### config.mk
export PLATFORM = sky130hd
export DESIGN_NAME = ascon_round_downcounter
export DESIGN_NICKNAME = d
export VERILOG_FILES = /design/src/rtl/ascon_round_downcounter.sv
export SDC_FILE = /design/constraint.sdc
export NUM_CORES = 1
export LEC_CHECK = 0
export CAP_MARGIN = 20
export CORE_AREA = 8 8 45 47
export CTS_CLUSTER_SIZE = 24
export DETAILED_ROUTE_END_ITERATION = 6
export DIE_AREA = 0 0 53 55
export GPL_ROUTABILITY_DRIVEN = 0
export HOLD_SLACK_MARGIN = 0.1
export PLACE_DENSITY = 0.58
export SETUP_SLACK_MARGIN = 0.2
export SYNTH_ARGS = -nofsm -noshare
export SYNTH_HDL_FRONTEND = slang
export SYNTH_SLANG_ARGS = --single-unit
export TNS_END_PERCENT = 1
### constraint.sdc
create_clock -name clk -period 1.6 [get_ports clk]
set_clock_uncertainty 0.15 [all_clocks]
set_input_delay 0.16 -clock clk [delete_from_list [all_inputs] [get_ports clk]]
set_output_delay 0.16 -clock clk [all_outputs]
set_load 0.005 [all_outputs]
### src/rtl/ascon_round_downcounter.sv
// ascon_round_downcounter
// Loadable down-counter that sequences a programmed number of ASCON
// permutation rounds. start_i arms it with cnt_i, each en_i tick in RUN
// steps the count down, and the tick taken at zero ends the sequence with
// a one-cycle done_o pulse.
// Optional feature macro: ASCON_ROUND_DOWNCNT_RELOAD_EN adds reload_i.
// When reload_i is high on the final tick, the counter re-arms from the
// value latched at start (rld_q) and stays in RUN.
module ascon_round_downcounter #(
  parameter int WIDTH = 4
) (
  input  logic             clk,
  input  logic             rst_n,
  input  logic             start_i,
  input  logic [WIDTH-1:0] cnt_i,
  input  logic             en_i,
  input  logic             abort_i,
`ifdef ASCON_ROUND_DOWNCNT_RELOAD_EN
  input  logic             reload_i,
`endif
  output logic [WIDTH-1:0] cnt_o,
  output logic             busy_o,
  output logic             last_o,
  output logic             done_o
);

  typedef enum logic {IDLE = 1'b0, RUN = 1'b1} state_t;

  state_t           state_q, state_d;
  logic [WIDTH-1:0] cnt_q, cnt_d;
  logic             done_q, done_d;
  logic             final_tick;

`ifdef ASCON_ROUND_DOWNCNT_RELOAD_EN
  logic [WIDTH-1:0] rld_q, rld_d;
`endif

  // A tick taken while the count is already zero ends the sequence.
  assign final_tick = (state_q == RUN) && en_i && (cnt_q == '0);

  // State, count and done registers; synchronous active-low reset.
  always_ff @(posedge clk) begin
    if (!rst_n) begin
      state_q <= IDLE;
      cnt_q   <= '0;
      done_q  <= 1'b0;
`ifdef ASCON_ROUND_DOWNCNT_RELOAD_EN
      rld_q   <= '0;
`endif
    end else begin
      state_q <= state_d;
      cnt_q   <= cnt_d;
      done_q  <= done_d;
`ifdef ASCON_ROUND_DOWNCNT_RELOAD_EN
      rld_q   <= rld_d;
`endif
    end
  end

  // Next-state: abort beats start, start beats a tick. A start on the
  // final tick restarts the sequence and swallows that done pulse.
  always_comb begin
    state_d = state_q;
    cnt_d   = cnt_q;
    done_d  = 1'b0;
`ifdef ASCON_ROUND_DOWNCNT_RELOAD_EN
    rld_d   = rld_q;
`endif
    if (abort_i) begin
      state_d = IDLE;
      cnt_d   = '0;
    end else if (start_i) begin
      state_d = RUN;
      cnt_d   = cnt_i;
`ifdef ASCON_ROUND_DOWNCNT_RELOAD_EN
      rld_d   = cnt_i;
`endif
    end else if (final_tick) begin
      done_d = 1'b1;
`ifdef ASCON_ROUND_DOWNCNT_RELOAD_EN
      if (reload_i) begin
        cnt_d = rld_q;
      end else begin
        state_d = IDLE;
      end
`else
      state_d = IDLE;
`endif
    end else if ((state_q == RUN) && en_i) begin
      cnt_d = cnt_q - WIDTH'(1);
    end
  end

  assign cnt_o  = cnt_q;
  assign busy_o = (state_q == RUN);
  assign last_o = busy_o && (cnt_q == '0);
  assign done_o = done_q;

endmodule
# Yosys cells after proc, flatten, opt, wreduce, memory -nomap -nowiden
# Cells that the tools add are included.
[word_totals] output_inout_bits=7 register_bits=6 in_bits=9
[classes] muxes=6 n_eq_ne=1 bitwise_logic=1 n_addsub=1 reduce_logical=9
[op_table] operator="2-to-1 mux 4 bit" n=3
[op_table] operator="logical NOT 4 bit" n=1
[op_table] operator="nonzero test 2 bit" n=2
[op_table] operator="subtractor 4 x 1 -> 4 bit (second input constant)" n=1
[op_table] operator="logical AND 1 bit" n=3
[op_table] operator="2-to-1 mux 1 bit" n=3
[op_table] operator="OR reduction 3 bit" n=1
[op_table] operator="!= test 2 bit (second input constant)" n=1
[op_table] operator="AND reduction 2 bit" n=1
[op_table] operator="OR reduction 2 bit" n=1
[op_table] operator="inverter 1 bit" n=1

# Logic depth before layout (Yosys ltp)
[logic_depth] depth_word=4 ltp_mapped=6

# Least setup slack after synthesis
# OpenSTA, ideal clock, no wires.
[synth_timing] path_kind="flip-flop to flip-flop" from="reg cnt_q[0], in the netlist cnt_o[0]" to="reg cnt_q[3], in the netlist cnt_o[3]" arrival_ps=1173 required_ps=1327 synth_period_minus_slack_ps=1446 path_buffers=0 path_slack_ps=154 stages_incl_launch_ff=7 path_cell_list="dfxtp_1 -> inv_1 -> ha_1 -> nor3b_4 -> nor2_4 -> a221oi_1 -> nor3_1"
[synth_between] elab_chain_cells=4 elab_cells_between_ends=8 classes_between="1 x add/sub; 1 x eq/ne; 3 x mux; 3 x reduce/logical"
[synth_rtl] item="from (decl)" line_no="30" source="logic [WIDTH-1:0] cnt_q, cnt_d;"
[synth_rtl] item="from (signal assigned)" line_no="52" source="cnt_q <= cnt_d;"
[synth_rtl] item="subtractor 4 x 1 -> 4 bit / logical NOT 4 bit (equally long branches)" line_no="90, 39"
[synth_rtl] item="2-to-1 mux 4 bit / logical AND 1 bit (equally long branches)" line_no="89, 39"
[synth_rtl] item="2-to-1 mux 4 bit / != test 2 bit (equally long branches)"
[synth_rtl] item="2-to-1 mux 4 bit / AND reduction 2 bit (equally long branches)"
# Parallel ways exist; a longest one is shown, timed or not. The select of a mux whose other input is x is not followed.
# A chain may end at the register's enable or synchronous reset.

# Final worst setup path
[layout_timing] from="reg cnt_q[1], in the netlist cnt_o[1]" to="reg done_q, in the netlist done_o"
[layout_between] elab_chain_cells=3
[layout_rtl] item="logical NOT 4 bit" line_no="39" source="assign final_tick = (state_q == RUN) && en_i && (cnt_q == '0);"
[layout_rtl] item="logical AND 1 bit" line_no="39"
[layout_rtl] item="2-to-1 mux 1 bit" line_no="78" source="end else if (final_tick) begin"
[layout_rtl] item="to (signal assigned)" line_no="53" source="done_q <= done_d;"
[layout_rtl] item="to (decl)" line_no="31" source="logic done_q, done_d;"
# Every way passes these cells.

==> results <==
==> tightest hold or removal path: stages <==
cell and delay [ns]:
clkdlybuf4s50_1 0.39, nand2_1 0.06, a21oi_1 0.06
==> through the flow <==
stage | instance area, um^2 | total power, mW | TNS (ns) | hold WS (ns) | std cells
final | 685.7 | 0.4149 | -0.1120 | 0.3239 | 88
after global routing | 685.7 | 0.4425 | -0.3580 | 0.3489 | 88
after floorplan | 332.8 | 0.2018 | 0 | 0.08793 | 39
after global placement | 570.5 | 0.2598 | -0.01743 | 0.3862 | 79
after detailed placement | 570.5 | 0.2607 | -0.05768 | 0.3760 | 79
after CTS | 649.4 | 0.4107 | -0.1934 | 0.3269 | 87
==> layer usage <==
| layer | up-vias | wire (um) | GRT usage (%) |
|---|---|---|---|
| met2 | 12 | 613 | 14.26 |
| met4 | 0 | 19 | 2.586 |
| met1 | 182 | 423 | 7.786 |
| met5 | - | 0 | 0 |
| met3 | 2 | 73 | 5.080 |
| li1 | 200 | - | - |
==> where the power goes <==
| group | switching [mW] | leakage, nW | internal, mW |
|---|---|---|---|
| registers | 0.00538 | 0.0511 | 0.157 |
| clock network | 0.0536 | 0.0138 | 0.0848 |
| logic | 0.0467 | 0.256 | 0.0676 |
==> cells by family (layout without fill, tap and decap cells) <==
family	after synthesis	count (layout)	synth area share, %
xor+xnor	2	2	5.365
flops	6	6	36.78
buf+inv	5	38	5.748
fa+ha+maj	2	2	7.662
simple gates	18	18	31.42
compound gates	6	6	13.03
==> worst max path at each step <==
stage              from       end  slack (ns)
2_1_floorplan  cnt_o[0]  cnt_o[0]        0.17
3_3_place_gp   cnt_o[0]    last_o       -0.02
3_5_place_dp   cnt_o[0]    last_o       -0.06
4_1_cts        cnt_o[1]    done_o       -0.19
5_1_grt        cnt_o[1]    done_o       -0.18
6_report       cnt_o[1]    done_o       -0.08
==> layout by cell type, fill, tap and decap left out, drive strengths merged, types with 2 or more instances in the layout <==
cell,n
nand3,2
dlygate4sd2,4
inv,5
buf,16
a21oi,2
ha,2
nor2,5
nand2,4
dfxtp,6
nor3,4
clkbuf,3
a211oi,2
clkdlybuf4s50,9
==> what timing repair did <==
item	CTS	global route
buffers inserted	5	1
endpoints found under the hold margin	0	0
endpoints found under the setup margin	11	8
gates resized for setup	20	6
pin swaps	2	2
hold buffers	0	0
==> flip-flops by register name, summed over array words and instances (netlist names) <==
signal and count:
busy_o 1, cnt_o 4, done_o 1
==> cell type report <==
cell class / instances / area [um^2]
multi-input combinational: 28 / 224.0
clock buffer: 3 / 22.52
fill: 133 / 698.2
inverter: 5 / 18.77
timing repair buffer: 30 / 274.0
tap: 16 / 20.02
sequential: 6 / 126.4
==> impl_metrics.tcl <==
set metrics [dict create \
    status "finished with violations" \
    violations "negative setup slack" \
    cts_buffer_depth 2 \
    hp-start "cnt_i[1]" \
    cp.arrival_ns 1.68 \
    synth_area_leaders "dfxtp_1, ha_1, nor3_1" \
    fmax_mhz 595.5 \
    cts_sinks 6 \
    p_leak_nw 0.3212 \
    grtUsageTotal_pct 8.155 \
    ys_ff_latch 6 \
    syn_area_um2 326.6 \
    initial_core_util_pct 23.60 \
    r2r-end "done_o" \
    final_nets 85 \
    syn2layout_area_growth_pct 110.0 \
    grt_pass1_vias 403 \
    critPathLaunchType "flip-flop" \
    crit_path_max_fanout 2 \
    grt_max_degree 7 \
    ys.flop_type "dfxtp_1" \
    root_buffer "clkbuf_4" \
    drt_iter0_drc 6 \
    relSlewSlack_pct 78.38 \
    yosys_warnings 0 \
    min_path_type "in2reg" \
    path_depth 10 \
    clock_latency_ns 0.24 \
    num_vias 396 \
    die_w_um 53 \
    synth_edf_count 0 \
    pre_cts_ws_ns -0.05768 \
    whs_path_depth 3 \
    synth_area_leader_cell "dfxtp_1" \
    path_clk_slew_ns 0.04 \
    power.density_nw_per_um2 605.1 \
    drtPass1Iterations 4 \
    port_buffers 15 \
    cp_slowest_cell "dfxtp_2" \
    worstSetupPathType "reg2reg" \
    vdd_drop_max_mv 0.4079 \
    crit_family "buffers and inverters" \
    r2r_slack_ns -0.08 \
    postRouteAntennaNets 0 \
    syn_area_per_cell_um2 8.373 \
    fp.dieH_um 55 \
    required_ns 1.60 \
    setup_ws_ns -0.07927 \
    rows 14 \
    h-tree-depth 1 \
    synth_async_sr_flop_share_pct 0 \
    min_to "cnt_o[1]" \
    slowest_delay_ns 0.31 \
    final.min_clock_period_ns 1.679 \
    netlist_instances 39 \
    drive_above_1_share_pct 44.44 \
    io_pins 16 \
    synth_top_cells_by_count "dfxtp_1, inv_1, nand2_1, nor2_1, nor3_1" \
    die-area_um2 2915 \
    critPathBufInv 6 \
    final_util_pct 49.55 \
    num_antenna_cells 0 \
    syn-num-nets 50 \
    crit_chain "inv_2, ha_4, nor3b_4, nand2_2, buf_6, buf_6, buf_6, buf_6, buf_6, nor4_4" \
    r2r.worst_path.cells 10 \
    synth.top_cell.area_share_pct 36.78 \
    synth_most_common_cell "dfxtp_1" \
    setup_viol 2 \
    tritoncts "done" \
    r2r_start "cnt_o[1]" \
    hold_violations 0 \
    crit_top_cell "buf_6" \
    routed_wl_um 1130 \
    worst_pin_slew_ns 0.3243 \
    drv_cap 0 \
    dp_hpwl_um 803 \
    grt_overflow 0 \
    antenna_found_initial 0 \
    crit_path_end_kind "flip-flop" \
    drv_slew 0 \
    rsz0062_at_grt "true" \
    grt_pass1_wl_um 1718 \
    avgRoutedWirePerCell_um 12.84 \
    drc 0 \
    layout_worst_path_cycle_share_pct 105.0 \
    ys_seq_area_share_pct 36.78 \
    synth.distinct_cells 17 \
    cts_buffers 3 \
    core_um2 1384 \
    via_per_inst 4.500 \
]
No activity file was read; power rests on OpenSTA's default activity.
